File: src/rtl/rv32i_types_pkg.sv
// rv32i_types_pkg: base scalar types shared across the RV32 front end
package rv32i_types_pkg;
    typedef logic [31:0] word_t;
endpackage

File: src/rtl/rv32v_types_pkg.sv
// rv32v_types_pkg: fetch2 slot layout and ring pointer sizing
package rv32v_types_pkg;
    import rv32i_types_pkg::*;

    typedef struct packed {
        word_t pc;
        word_t rdata;
        logic  mal;
        logic  fault;
    } fetch2_entry_t;

    localparam int FETCH2_DEPTH = 2;
    localparam int FETCH2_PTR_W = $clog2(FETCH2_DEPTH) + 1;

    // One extra bit beyond the index distinguishes full from empty
    function automatic int ptr_width(input int depth);
        return $clog2(depth) + 1;
    endfunction
endpackage

File: src/rtl/rv32v_fetch2_ring.sv
// rv32v_fetch2_ring: in-order slot storage with allocate, fill and pop pointers
module rv32v_fetch2_ring
    import rv32v_types_pkg::*;
#(
    parameter int DEPTH = 2,
    localparam int PW = ptr_width(DEPTH)
) (
    input  logic                               CLK,
    input  logic                               RST,
    input  logic                               flush,
    input  logic                               alloc,
    input  logic [31:0]                        alloc_pc,
    input  logic                               fill,
    input  logic [31:0]                        fill_rdata,
    input  logic                               fill_fault,
    input  logic                               pop,
    output logic [PW-1:0]                      wr_ptr,
    output logic [PW-1:0]                      fill_ptr,
    output logic [PW-1:0]                      rd_ptr,
    output logic [$bits(fetch2_entry_t)-1:0]   head
);
    localparam int AW = PW - 1;

    fetch2_entry_t mem [DEPTH];

    always_ff @(posedge CLK or posedge RST) begin
        if (RST) begin
            wr_ptr   <= '0;
            fill_ptr <= '0;
            rd_ptr   <= '0;
            for (int i = 0; i < DEPTH; i++) mem[i] <= '0;
        end else if (flush) begin
            wr_ptr   <= '0;
            fill_ptr <= '0;
            rd_ptr   <= '0;
        end else begin
            if (alloc) begin
                mem[wr_ptr[AW-1:0]].pc  <= alloc_pc;
                mem[wr_ptr[AW-1:0]].mal <= |alloc_pc[1:0];
                wr_ptr                  <= wr_ptr + 1'b1;
            end
            if (fill) begin
                mem[fill_ptr[AW-1:0]].rdata <= fill_rdata;
                mem[fill_ptr[AW-1:0]].fault <= fill_fault;
                fill_ptr                    <= fill_ptr + 1'b1;
            end
            if (pop) rd_ptr <= rd_ptr + 1'b1;
        end
    end

    assign head = mem[rd_ptr[AW-1:0]];
endmodule

File: src/rtl/rv32v_fetch2_stage.sv
// rv32v_fetch2_stage: tracks imem requests in order, captures responses and
// hands instructions to decode, dropping responses orphaned by a flush
module rv32v_fetch2_stage
    import rv32v_types_pkg::*;
#(
    parameter int DEPTH = 2
) (
    input  logic        CLK,
    input  logic        RST,
    input  logic        f1_req_valid,
    input  logic [31:0] f1_pc,
    output logic        f1_req_ready,
    input  logic        imem_rvalid,
    input  logic [31:0] imem_rdata,
    input  logic        imem_error,
    input  logic        flush,
    output logic        dec_valid,
    input  logic        dec_stall,
    output logic [31:0] instr,
    output logic [31:0] pc,
    output logic        mal_insn,
    output logic        fault_insn
);
    localparam int PW = ptr_width(DEPTH);

    logic [PW-1:0] wr_ptr, fill_ptr, rd_ptr, drop_cnt, used, pend;
    logic          alloc, fill, pop, dropping;
    fetch2_entry_t head;

    assign used     = wr_ptr - rd_ptr;
    assign pend     = wr_ptr - fill_ptr;
    assign dropping = imem_rvalid && drop_cnt != '0;
    // Stale responses still occupy memory bandwidth, so they count against capacity
    assign f1_req_ready = !RST && !flush &&
                          ({1'b0, used} + {1'b0, drop_cnt} < (PW+1)'(DEPTH));
    assign alloc = f1_req_valid && f1_req_ready;
    assign fill  = imem_rvalid && !dropping && pend != '0 && !flush;
    assign pop   = dec_valid && !dec_stall;

    always_ff @(posedge CLK or posedge RST) begin
        if (RST) drop_cnt <= '0;
        else if (flush) drop_cnt <= drop_cnt + pend - PW'(imem_rvalid);
        else if (dropping) drop_cnt <= drop_cnt - 1'b1;
    end

    rv32v_fetch2_ring #(.DEPTH(DEPTH)) u_ring (
        .CLK(CLK),
        .RST(RST),
        .flush(flush),
        .alloc(alloc),
        .alloc_pc(f1_pc),
        .fill(fill),
        .fill_rdata(imem_rdata),
        .fill_fault(imem_error),
        .pop(pop),
        .wr_ptr(wr_ptr),
        .fill_ptr(fill_ptr),
        .rd_ptr(rd_ptr),
        .head(head)
    );

    assign dec_valid  = rd_ptr != fill_ptr;
    assign pc         = dec_valid ? head.pc : '0;
    assign mal_insn   = dec_valid && head.mal;
    assign fault_insn = dec_valid && head.fault;
    assign instr      = (dec_valid && !head.mal && !head.fault) ? head.rdata : '0;
endmodule

File: config.mk
export PLATFORM = sky130hd
export DESIGN_NAME = rv32v_fetch2_stage
export DESIGN_NICKNAME = d
export VERILOG_FILES = /design/src/rtl/rv32i_types_pkg.sv /design/src/rtl/rv32v_types_pkg.sv /design/src/rtl/rv32v_fetch2_ring.sv /design/src/rtl/rv32v_fetch2_stage.sv
export SDC_FILE = /design/constraint.sdc
export NUM_CORES = 1
export LEC_CHECK = 0
export BUFFER_PORTS_ARGS = -buffer_cell sky130_fd_sc_hd__buf_4
export CORE_MARGIN = 2
export CORE_UTILIZATION = 55
export CTS_BUF_LIST = sky130_fd_sc_hd__clkbuf_4 sky130_fd_sc_hd__clkbuf_8
export DETAILED_ROUTE_END_ITERATION = 8
export PLACE_DENSITY_LB_ADDON = 0.2
export SLEW_MARGIN = 20
export SYNTH_ARGS = -nofsm -noshare
export SYNTH_HDL_FRONTEND = slang
export SYNTH_SLANG_ARGS = --single-unit
File: constraint.sdc
create_clock -name CLK -period 5.4 [get_ports CLK]
set_clock_uncertainty 0.2 [all_clocks]
set_input_delay 0.54 -clock CLK [delete_from_list [all_inputs] [get_ports CLK]]
set_output_delay 0.54 -clock CLK [all_outputs]
set_load 0.1 [all_outputs]
==> results of run 1 <==
-- flip-flops by register name, summed over array words and instances, names as in the netlist --
| register | count |
|---|---|
| drop_cnt | 2 |
| u_ring.wr_ptr | 2 |
| u_ring.fill_ptr | 2 |
| u_ring.mem | 132 |
| u_ring.rd_ptr | 2 |
-- logic make-up after synthesis --
| logic type | synth area share, % |
|---|---|
| flip-flops | 54.2 |
| multiplexers | 32.9 |
| AO/OA/AOI/OAI | 1.06 |
| XOR/XNOR | 1.97 |
| buffers and inverters | 2.71 |
| adder cells (fa/ha/maj) | 1.28 |
| AND/OR/NAND/NOR | 5.92 |
-- area by class of cell --
class	instances	area, µm²	share of cell area (%)
sequential	140	3510	44.0
timing repair buffer	145	1090	13.7
clock buffer	24	299	3.75
tap	143	179	2.24
inverter	7	31.3	0.392
multi-input combinational	317	2800	35.1
clock inverter	8	67.6	0.847
-- what timing repair did --
action | 4_1_cts | 5_1_grt
hold endpoints to repair | 64 | 0
hold buffers | 1 | 0
endpoints found under the setup margin | 0 | 0
buffers inserted | 0 | 0
-- where the power goes --
part / internal, µW / switching (µW)
Sequential: 1360 / 172
Clock: 409 / 367
Combinational: 464 / 576
Total: 2240 / 1110
-- worst reg2reg max path, stage by stage (launching register included) --
cell and delay (ps):
dfrtp_4 850, ha_1 270, xor2_1 180, xnor2_1 110
fa_1 520, and4bb_2 290, nand3_2 730, mux2_2 590
-- per-layer routing --
layer	up-vias	wire, µm	track usage (%)
met5	-	0	0
met4	0	191	7.24
met3	14	806	7.13
met2	104	6370	35.5
met1	2127	5430	25.7
li1	1969	-	-
-- cell usage in the layout (no fill, tap or decap), types with 2 or more instances in the layout --
master    count
a211oi_1      2
a21oi_1       4
buf_4       144
clkbuf_4      5
clkbuf_8     19
clkinv_2      6
dfrtp_1     139
ha_1          5
inv_1         6
mux2_2      129
mux2i_1      66
nand2_1       6
nand2b_1      2
nand3_2       2
nor2_1       72
nor3_1        2
o21ai_0       4
xnor2_1      10
xor2_1        2
-- metrics by stage --
step                util [%]  setup slack [ps]
floorplan                  -               907
global placement        66.3              1530
detailed placement      66.3              1540
CTS                     69.5              1510
global route            69.5              1330
finish                  69.5              1550
-- worst min-delay path by stage --
stage / depth (start not counted) / to
2_1_floorplan: 1 / u_ring.mem[92]$_DFFE_PP0P_
3_3_place_gp: 1 / u_ring.mem[92]$_DFFE_PP0P_
3_5_place_dp: 1 / u_ring.mem[92]$_DFFE_PP0P_
4_1_cts: 2 / u_ring.mem[92]$_DFFE_PP0P_
5_1_grt: 2 / u_ring.mem[2]$_DFFE_PP0P_
6_report: 2 / u_ring.mem[92]$_DFFE_PP0P_
==> impl_metrics.env, run 1 <==
export IMPL_rr_worst_depth=7
export IMPL_final_cells=784
export IMPL_setup_tns_ps=0
export IMPL_clkTransAtPathRegs_ps=70
export IMPL_tightest_slew_ps=938
export IMPL_fmax_mhz=260
export IMPL_synth_nets=571
export IMPL_finalHoldViolations=0
export IMPL_dieArea_mm2=0.0126
export IMPL_die_h_um=112
export IMPL_initial_core_util_pct=56.4
export IMPL_critPathBufInv=0
export IMPL_drv_cap=0
export IMPL_yosysMostFrequentCell="dfrtp_1"
export IMPL_hold_ws_ps=136
export IMPL_crit_start="u_ring.rd_ptr[0]$_DFFE_PP0P_"
export IMPL_dr_total_vias=4214
export IMPL_leakagePower_uw=0.00381
export IMPL_track_usage_pct=21.1
export IMPL_antenna_cells=0
export IMPL_drt_pass1_iterations=4
export IMPL_synth_area_leaders="dfrtp_1, mux2_2, mux2i_1"
export IMPL_postRouteAntennaNets=0
export IMPL_stdcell_area_mm2=0.00798
export IMPL_pwr_density_cell_mw_per_mm2=420
export IMPL_avgRoutedWirePerCell_um=16.3
export IMPL_pin_count=139
export IMPL_r2r_end="u_ring.mem[120]$_DFFE_PP0P_"
export IMPL_io_buffers=138
export IMPL_r2r_slack_ps=1550
export IMPL_synthTopCellsByCount="dfrtp_1, mux2_2, nor2_1, mux2i_1, clkbuf_1"
export IMPL_synthArstFlopShare_pct=100
export IMPL_clock_path_buffers=2
export IMPL_critical_path_max_stage_delay_ps=850
export IMPL_cp_slowest_cell="dfrtp_4"
export IMPL_critPathArrivalTime_ps=3970
export IMPL_startpoint_type="register"
export IMPL_grt_pass1_vias=4391
export IMPL_syn_inst=494
export IMPL_cts_sinks=140
export IMPL_yosys_warnings=0
export IMPL_synth_ff_type="dfrtp_1"
export IMPL_worstSetupEndpointType="register"
export IMPL_critPathMaxFanout=38
export IMPL_grt_overflow_total=0
export IMPL_die_w_um=112
export IMPL_synth_area_mm2=0.00646
export IMPL_crit_type="register to register"
export IMPL_synth_edf_count=0
export IMPL_gp_congestion=0.741
export IMPL_synth_top_cell_by_area="dfrtp_1"
export IMPL_drtIter0Drc=152
export IMPL_cp_required_ps=5520
export IMPL_totalWireLength_um=12800
export IMPL_drc=0
export IMPL_ir_worst_vdd_v=0.000318
export IMPL_path_cells="ha_1 > xor2_1 > xnor2_1 > fa_1 > and4bb_2 > nand3_2 > mux2_2"
export IMPL_fp_row_count=39
export IMPL_fp_coreArea_mm2=0.0115
export IMPL_crit_end="u_ring.mem[120]$_DFFE_PP0P_"
export IMPL_synth_seq_cells=140
export IMPL_synth_top_area_share_pct=54.2
export IMPL_h_tree_depth=4
export IMPL_nFillCells=855
export IMPL_grt_pass1_wl_um=21100
export IMPL_crit_cells=7
export IMPL_layout_nets=705
export IMPL_grt_antenna_before_repair=0
export IMPL_cts_tree="built"
export IMPL_slew_headroom_pct=37.4
export IMPL_insertion_delay_ps=440
export IMPL_avgViaCountPerCell=5.38
export IMPL_period_minus_slack_ps=3850
export IMPL_worstHoldStart="imem_rdata[24]"
export IMPL_crit_family="simple AND/OR/NAND/NOR gates"
export IMPL_finalPower_uw=3350
export IMPL_ys_types=30
export IMPL_numCtsBuffers=17
export IMPL_setup_viol=0
export IMPL_place_area_mm2=0.00760
export IMPL_rsz0062_at_grt="no"
export IMPL_finalMaxSlewViolations=0
export IMPL_reg2reg_from="u_ring.rd_ptr[0]$_DFFE_PP0P_"
export IMPL_synth_seq_area_share_pct=54.2
export IMPL_syn_avg_cell_area_um2=13.1
export IMPL_post_cts_resized=0
export IMPL_grt_max_degree=77
export IMPL_drive_gt1_share_pct=48.8
export IMPL_fin_crit_sh_pct=71.3
export IMPL_worstHoldPathType="input port to register"
export IMPL_syn2layout_area_growth_pct=23.4
export IMPL_root_buffer="clkbuf_8"
export IMPL_dp_hpwl_um=8630
export IMPL_status="finished clean"
export IMPL_dp_cells=751
(Power assumes the default switching activity.)
==> run 2, diff against run 1 <==
==> constraint.sdc (replaced) <==
create_clock -name CLK -period 3.8 [get_ports CLK]
set_clock_uncertainty 0.2 [all_clocks]
set_input_delay 0.38 -clock CLK [delete_from_list [all_inputs] [get_ports CLK]]
set_output_delay 0.38 -clock CLK [all_outputs]
set_load 0.1 [all_outputs]
==> impl_metrics.env, run 2 (synthesis results as in run 1) <==
export IMPL_gp_congestion=0.800
export IMPL_fin_crit_sh_pct=89.0
export IMPL_drv_cap=0
export IMPL_tightest_slew_ps=720
export IMPL_pwr_density_cell_mw_per_mm2=569
export IMPL_p_sw_uw=1670
export IMPL_dieArea_mm2=0.0126
export IMPL_die_w_um=112
export IMPL_largest_register_ffs=132
export IMPL_grt_max_degree=65
export IMPL_setup_viol=0
export IMPL_crit_family="buffers and inverters"
export IMPL_drive_gt1_share_pct=44.7
export IMPL_antenna_cells=0
export IMPL_largest_register="u_ring.mem"
export IMPL_dp_hpwl_um=8970
export IMPL_status="finished clean"
export IMPL_drc=0
export IMPL_syn2layout_area_growth_pct=36.0
export IMPL_cts_tree="built"
export IMPL_grt_antenna_before_repair=0
export IMPL_numCtsBuffers=17
export IMPL_track_usage_pct=23.9
export IMPL_layout_common_cells="buf_4, dfrtp_1, mux2_2"
export IMPL_worstHoldPathType="input port to register"
export IMPL_cell_internal_pwr_uw=3340
export IMPL_p_sw_share_pct=33.3
export IMPL_fp_row_count=39
export IMPL_clkTransAtPathRegs_ps=80
export IMPL_critPathArrivalTime_ps=2800
export IMPL_root_buffer="clkbuf_8"
export IMPL_rsz0062_at_grt="no"
export IMPL_critical_path_max_stage_delay_ps=580
export IMPL_fmax_mhz=296
export IMPL_post_place_ws_ps=753
export IMPL_layout_nets=777
export IMPL_crit_type="register to output port"
export IMPL_slew_headroom_pct=52.0
export IMPL_grt_pass1_vias=4956
export IMPL_avgViaCountPerCell=5.28
export IMPL_cts_sinks=140
export IMPL_leakagePower_uw=0.00414
export IMPL_drt_pass1_iterations=4
export IMPL_period_minus_slack_ps=3380
export IMPL_drtIter0Drc=170
export IMPL_ir_worst_vdd_v=0.000411
export IMPL_initial_core_util_pct=56.4
export IMPL_critPathBufInv=4
export IMPL_finalMaxSlewViolations=0
export IMPL_clockPowerShare_pct=25.0
export IMPL_fin_ws_ps=416
export IMPL_io_buffers=138
export IMPL_die_h_um=112
export IMPL_crit_top_cell="buf_4"
export IMPL_worstSetupEndpointType="output port"
export IMPL_grt_overflow_total=0
export IMPL_seq_power_share_pct=43.4
export IMPL_startpoint_type="register"
export IMPL_insertion_delay_ps=430
export IMPL_h_tree_depth=4
export IMPL_critPathMaxFanout=41
export IMPL_combPwrFrac_pct=31.7
export IMPL_path_cells="buf_4 > xnor2_1 > and2_1 > inv_1 > o21ai_2 > buf_4 > nor2_1 > buf_4"
export IMPL_fp_coreArea_mm2=0.0115
export IMPL_stdcell_area_mm2=0.00879
export IMPL_place_area_mm2=0.00767
export IMPL_cp_slowest_cell="buf_4"
export IMPL_postCtsSetupRepairBufs=0
export IMPL_final_common_cell="buf_4"
export IMPL_grt_pass1_wl_um=23700
export IMPL_avgRoutedWirePerCell_um=16.5
export IMPL_pin_count=139
export IMPL_postRouteAntennaNets=0
export IMPL_dr_total_vias=4520
export IMPL_cp_required_ps=3220
export IMPL_clock_path_buffers=2
export IMPL_finalHoldViolations=0
export IMPL_totalWireLength_um=14200
==> run 2: changes by cell type in the layout (fill, tap and decap cells not counted), sizes merged <==
| cell | delta |
|---|---|
| bufinv | +2 |
| dlygate4sd3 | +66 |
| clkbuf | -5 |
| buf | +6 |
| clkinvlp | +3 |
==> run 2: power by group through the flow <==
stage	sequential [µW]	clock (µW)	combinational [µW]
3_5_place_dp	2190	0	1530
2_1_floorplan	2120	0	1220
5_1_grt	2220	1360	1710
4_1_cts	2160	1280	1590
3_3_place_gp	2150	0	1470
6_report	2170	1250	1580
==> run 2: per-stage QoR <==
| step | util, % | hold slack, ps | TNS [ps] | total power [µW] | cells |
|---|---|---|---|---|---|
| after floorplan | - | 257 | -6800 | 3340 | 494 |
| after global placement | 66.9 | 266 | 0 | 3630 | 756 |
| after detailed placement | 66.9 | 293 | 0 | 3720 | 756 |
| after CTS | 76.4 | 3.14 | 0 | 5030 | 854 |
| after global routing | 76.7 | 39.9 | 0 | 5280 | 856 |
| final | 76.7 | 42.1 | 0 | 5000 | 856 |
==> run 2: metal layers <==
| layer | routed length, µm | global-route usage [%] |
|---|---|---|
| met1 | 5740 | 27.4 |
| met2 | 7520 | 43.1 |
| met3 | 688 | 6.21 |
| met4 | 213 | 8.62 |
| met5 | 0 | 0 |
==> run 2: worst min-delay path, stage by stage <==
cell     delay [ps]
buf_4           110
or3_1           100
a21oi_1          50
==> run 2: repair_timing <==
item                                   in CTS  in global routing
hold buffers                               66                  1
gates resized for setup                     0                  0
endpoints found under the hold margin     136                 23
==> run 2: final timing paths <==
check / start / to / slack, ps / cells after the start
setup / recovery: u_ring.rd_ptr[0]$_DFFE_PP0P_ / instr[26] / 420 / 8
min in group asynchronous: RST / u_ring.mem[48]$_DFFE_PP0P_ / 340 / 3
hold / removal: dec_stall / u_ring.rd_ptr[0]$_DFFE_PP0P_ / 40 / 3
setup reg to reg: u_ring.rd_ptr[0]$_DFFE_PP0P_ / u_ring.mem[60]$_DFFE_PP0P_ / 740 / 8
hold reg to reg: u_ring.mem[67]$_DFFE_PP0P_ / u_ring.mem[67]$_DFFE_PP0P_ / 310 / 2
max in group asynchronous: RST / u_ring.mem[98]$_DFFE_PP0P_ / 2120 / 5
==> run 2: cell type report <==
type | instances | area, µm²
flip-flops and latches | 140 | 3510
multi-input cells | 317 | 2800
fillers | 736 | 2680
repair buffers | 217 | 1850
clock buffers | 19 | 262
well taps | 143 | 179
clock inverters | 13 | 166
inverters | 7 | 30.0
==> run 3, diff against run 2 <==
--- a/config.mk
+++ b/config.mk
@@ -10,6 +10,7 @@
 export CORE_UTILIZATION = 55
 export CTS_BUF_LIST = sky130_fd_sc_hd__clkbuf_4 sky130_fd_sc_hd__clkbuf_8
 export DETAILED_ROUTE_END_ITERATION = 8
+export HOLD_SLACK_MARGIN = 0.05
 export PLACE_DENSITY_LB_ADDON = 0.2
 export SLEW_MARGIN = 20
 export SYNTH_ARGS = -nofsm -noshare
==> impl_metrics.env, run 3 (synthesis results as in run 1) <==
export IMPL_grt_met3_usage_pct=6.21
export IMPL_status="finished clean"
export IMPL_layout_common_cells="buf_4, dfrtp_1, mux2_2"
export IMPL_h_tree_depth=4
export IMPL_avgViaCountPerCell=5.30
export IMPL_avgRoutedWirePerCell_um=16.6
export IMPL_finalMaxSlewViolations=0
export IMPL_fin_crit_sh_pct=89.0
export IMPL_critical_path_max_stage_delay_ps=580
export IMPL_ir_worst_vdd_v=0.000416
export IMPL_use_met1_pct=27.4
export IMPL_pwr_density_cell_mw_per_mm2=569
export IMPL_postCtsSetupRepairBufs=0
export IMPL_drtIter0Drc=184
export IMPL_leakagePower_uw=0.00415
export IMPL_critPathMaxFanout=41
export IMPL_critPathBufInv=4
export IMPL_dp_hpwl_um=8970
export IMPL_cp_required_ps=3220
export IMPL_slew_headroom_pct=52.0
export IMPL_grt_antenna_before_repair=0
export IMPL_cts_tree="built"
export IMPL_post_cts_resized=0
export IMPL_setup_viol=0
export IMPL_grt_overflow_total=0
export IMPL_rsz0062_at_grt="no"
export IMPL_root_buffer="clkbuf_8"
export IMPL_postRouteAntennaNets=0
export IMPL_cp_slowest_cell="buf_4"
export IMPL_startpoint_type="register"
export IMPL_gp_congestion=0.800
export IMPL_clkTransAtPathRegs_ps=80
export IMPL_numCtsBuffers=17
export IMPL_finalHoldViolations=0
export IMPL_drc=0
export IMPL_track_usage_pct=23.9
export IMPL_use_met2_pct=43.1
export IMPL_drv_cap=0
export IMPL_die_w_um=112
export IMPL_final_common_cell="buf_4"
export IMPL_totalWireLength_um=14200
export IMPL_dr_total_vias=4544
export IMPL_crit_type="register to output port"
export IMPL_dieArea_mm2=0.0126
export IMPL_worstHoldPathType="input port to register"
export IMPL_nFillCells=733
export IMPL_final_core_util_pct=76.8
export IMPL_top_usage_layer="met2"
export IMPL_pin_count=139
export IMPL_layout_nets=779
export IMPL_largest_register_ffs=132
export IMPL_period_minus_slack_ps=3380
export IMPL_critPathArrivalTime_ps=2800
export IMPL_clock_path_buffers=2
export IMPL_grt_pass1_wl_um=23700
export IMPL_fp_row_count=39
export IMPL_fp_coreArea_mm2=0.0115
export IMPL_worstSetupEndpointType="output port"
export IMPL_grt_pass1_vias=4964
export IMPL_io_buffers=138
export IMPL_drt_pass1_iterations=4
export IMPL_grt_max_degree=65
export IMPL_largest_register="u_ring.mem"
export IMPL_hold_buffers=69
export IMPL_antenna_cells=0
export IMPL_cts_sinks=140
export IMPL_drive_gt1_share_pct=44.6
export IMPL_tightest_slew_ps=720
export IMPL_fmax_mhz=296
export IMPL_crit_top_cell="buf_4"
export IMPL_path_cells="buf_4 > xnor2_1 > and2_1 > inv_1 > o21ai_2 > buf_4 > nor2_1 > buf_4"
export IMPL_initial_core_util_pct=56.4
export IMPL_syn2layout_area_growth_pct=36.3
export IMPL_crit_family="buffers and inverters"
export IMPL_setup_tns_ps=0
export IMPL_die_h_um=112
export IMPL_insertion_delay_ps=430
run 3: cell count changes in the layout (fill, tap and decap cells not counted), sizes merged:
cell | before | now
dlygate4sd3 | 67 | 69
run 3: cell type report:
type                       count  area (µm²)  area share [%]
clock buffer                  19         262            2.97
clock inverter                13         166            1.89
inverter                       7        30.0           0.341
multi-input combinational    317        2800            31.8
sequential                   140        3510            39.8
tap                          143         179            2.03
timing repair buffer         219        1870            21.2
run 3: power by group:
part	switching [µW]	internal [µW]	leakage (µW)	total, µW
sequential	235	1940	0.00187	2170
clock	565	687	0.000208	1250
combinational	874	714	0.00207	1590
total	1670	3340	0.00415	5010
run 3: path summary, 6_finish.rpt:
check | slack [ps] | cells past startpoint | start | end
worst min register to register | 310 | 1 | u_ring.mem[36]$_DFFE_PP0P_ | u_ring.mem[36]$_DFFE_PP0P_
worst min-delay path | 130 | 4 | dec_stall | u_ring.rd_ptr[1]$_DFFE_PP0P_
max in group asynchronous | 2100 | 5 | RST | u_ring.mem[98]$_DFFE_PP0P_
worst max register to register | 730 | 8 | u_ring.rd_ptr[0]$_DFFE_PP0P_ | u_ring.mem[60]$_DFFE_PP0P_
min in group asynchronous | 360 | 3 | RST | u_ring.mem[48]$_DFFE_PP0P_
worst max-delay path | 420 | 8 | u_ring.rd_ptr[0]$_DFFE_PP0P_ | instr[26]
run 3: through the flow:
stage	instances	hold slack [ps]	cell area [µm²]	worst slack, ps	total power [µW]
CTS	857	108	8790	358	5030
floorplan	494	257	6470	-226	3340
detailed placement	756	293	7670	753	3720
global route	858	176	8810	219	5290
global placement	756	266	7670	784	3630
finish	858	132	8810	419	5010
run 3: layer usage:
metal	routed length (µm)	part of all wire, %
met5	0	0
met4	194	1.4
met3	692	4.9
met2	7540	53
met1	5770	41
run 3: worst register-to-register path: stages (launching register included):
cell	delay, ps
dfrtp_4	480
ha_1	210
xor2_1	150
xnor2_1	150
fa_1	510
and4bb_2	290
nand3_2	360
buf_12	320
mux2_2	290
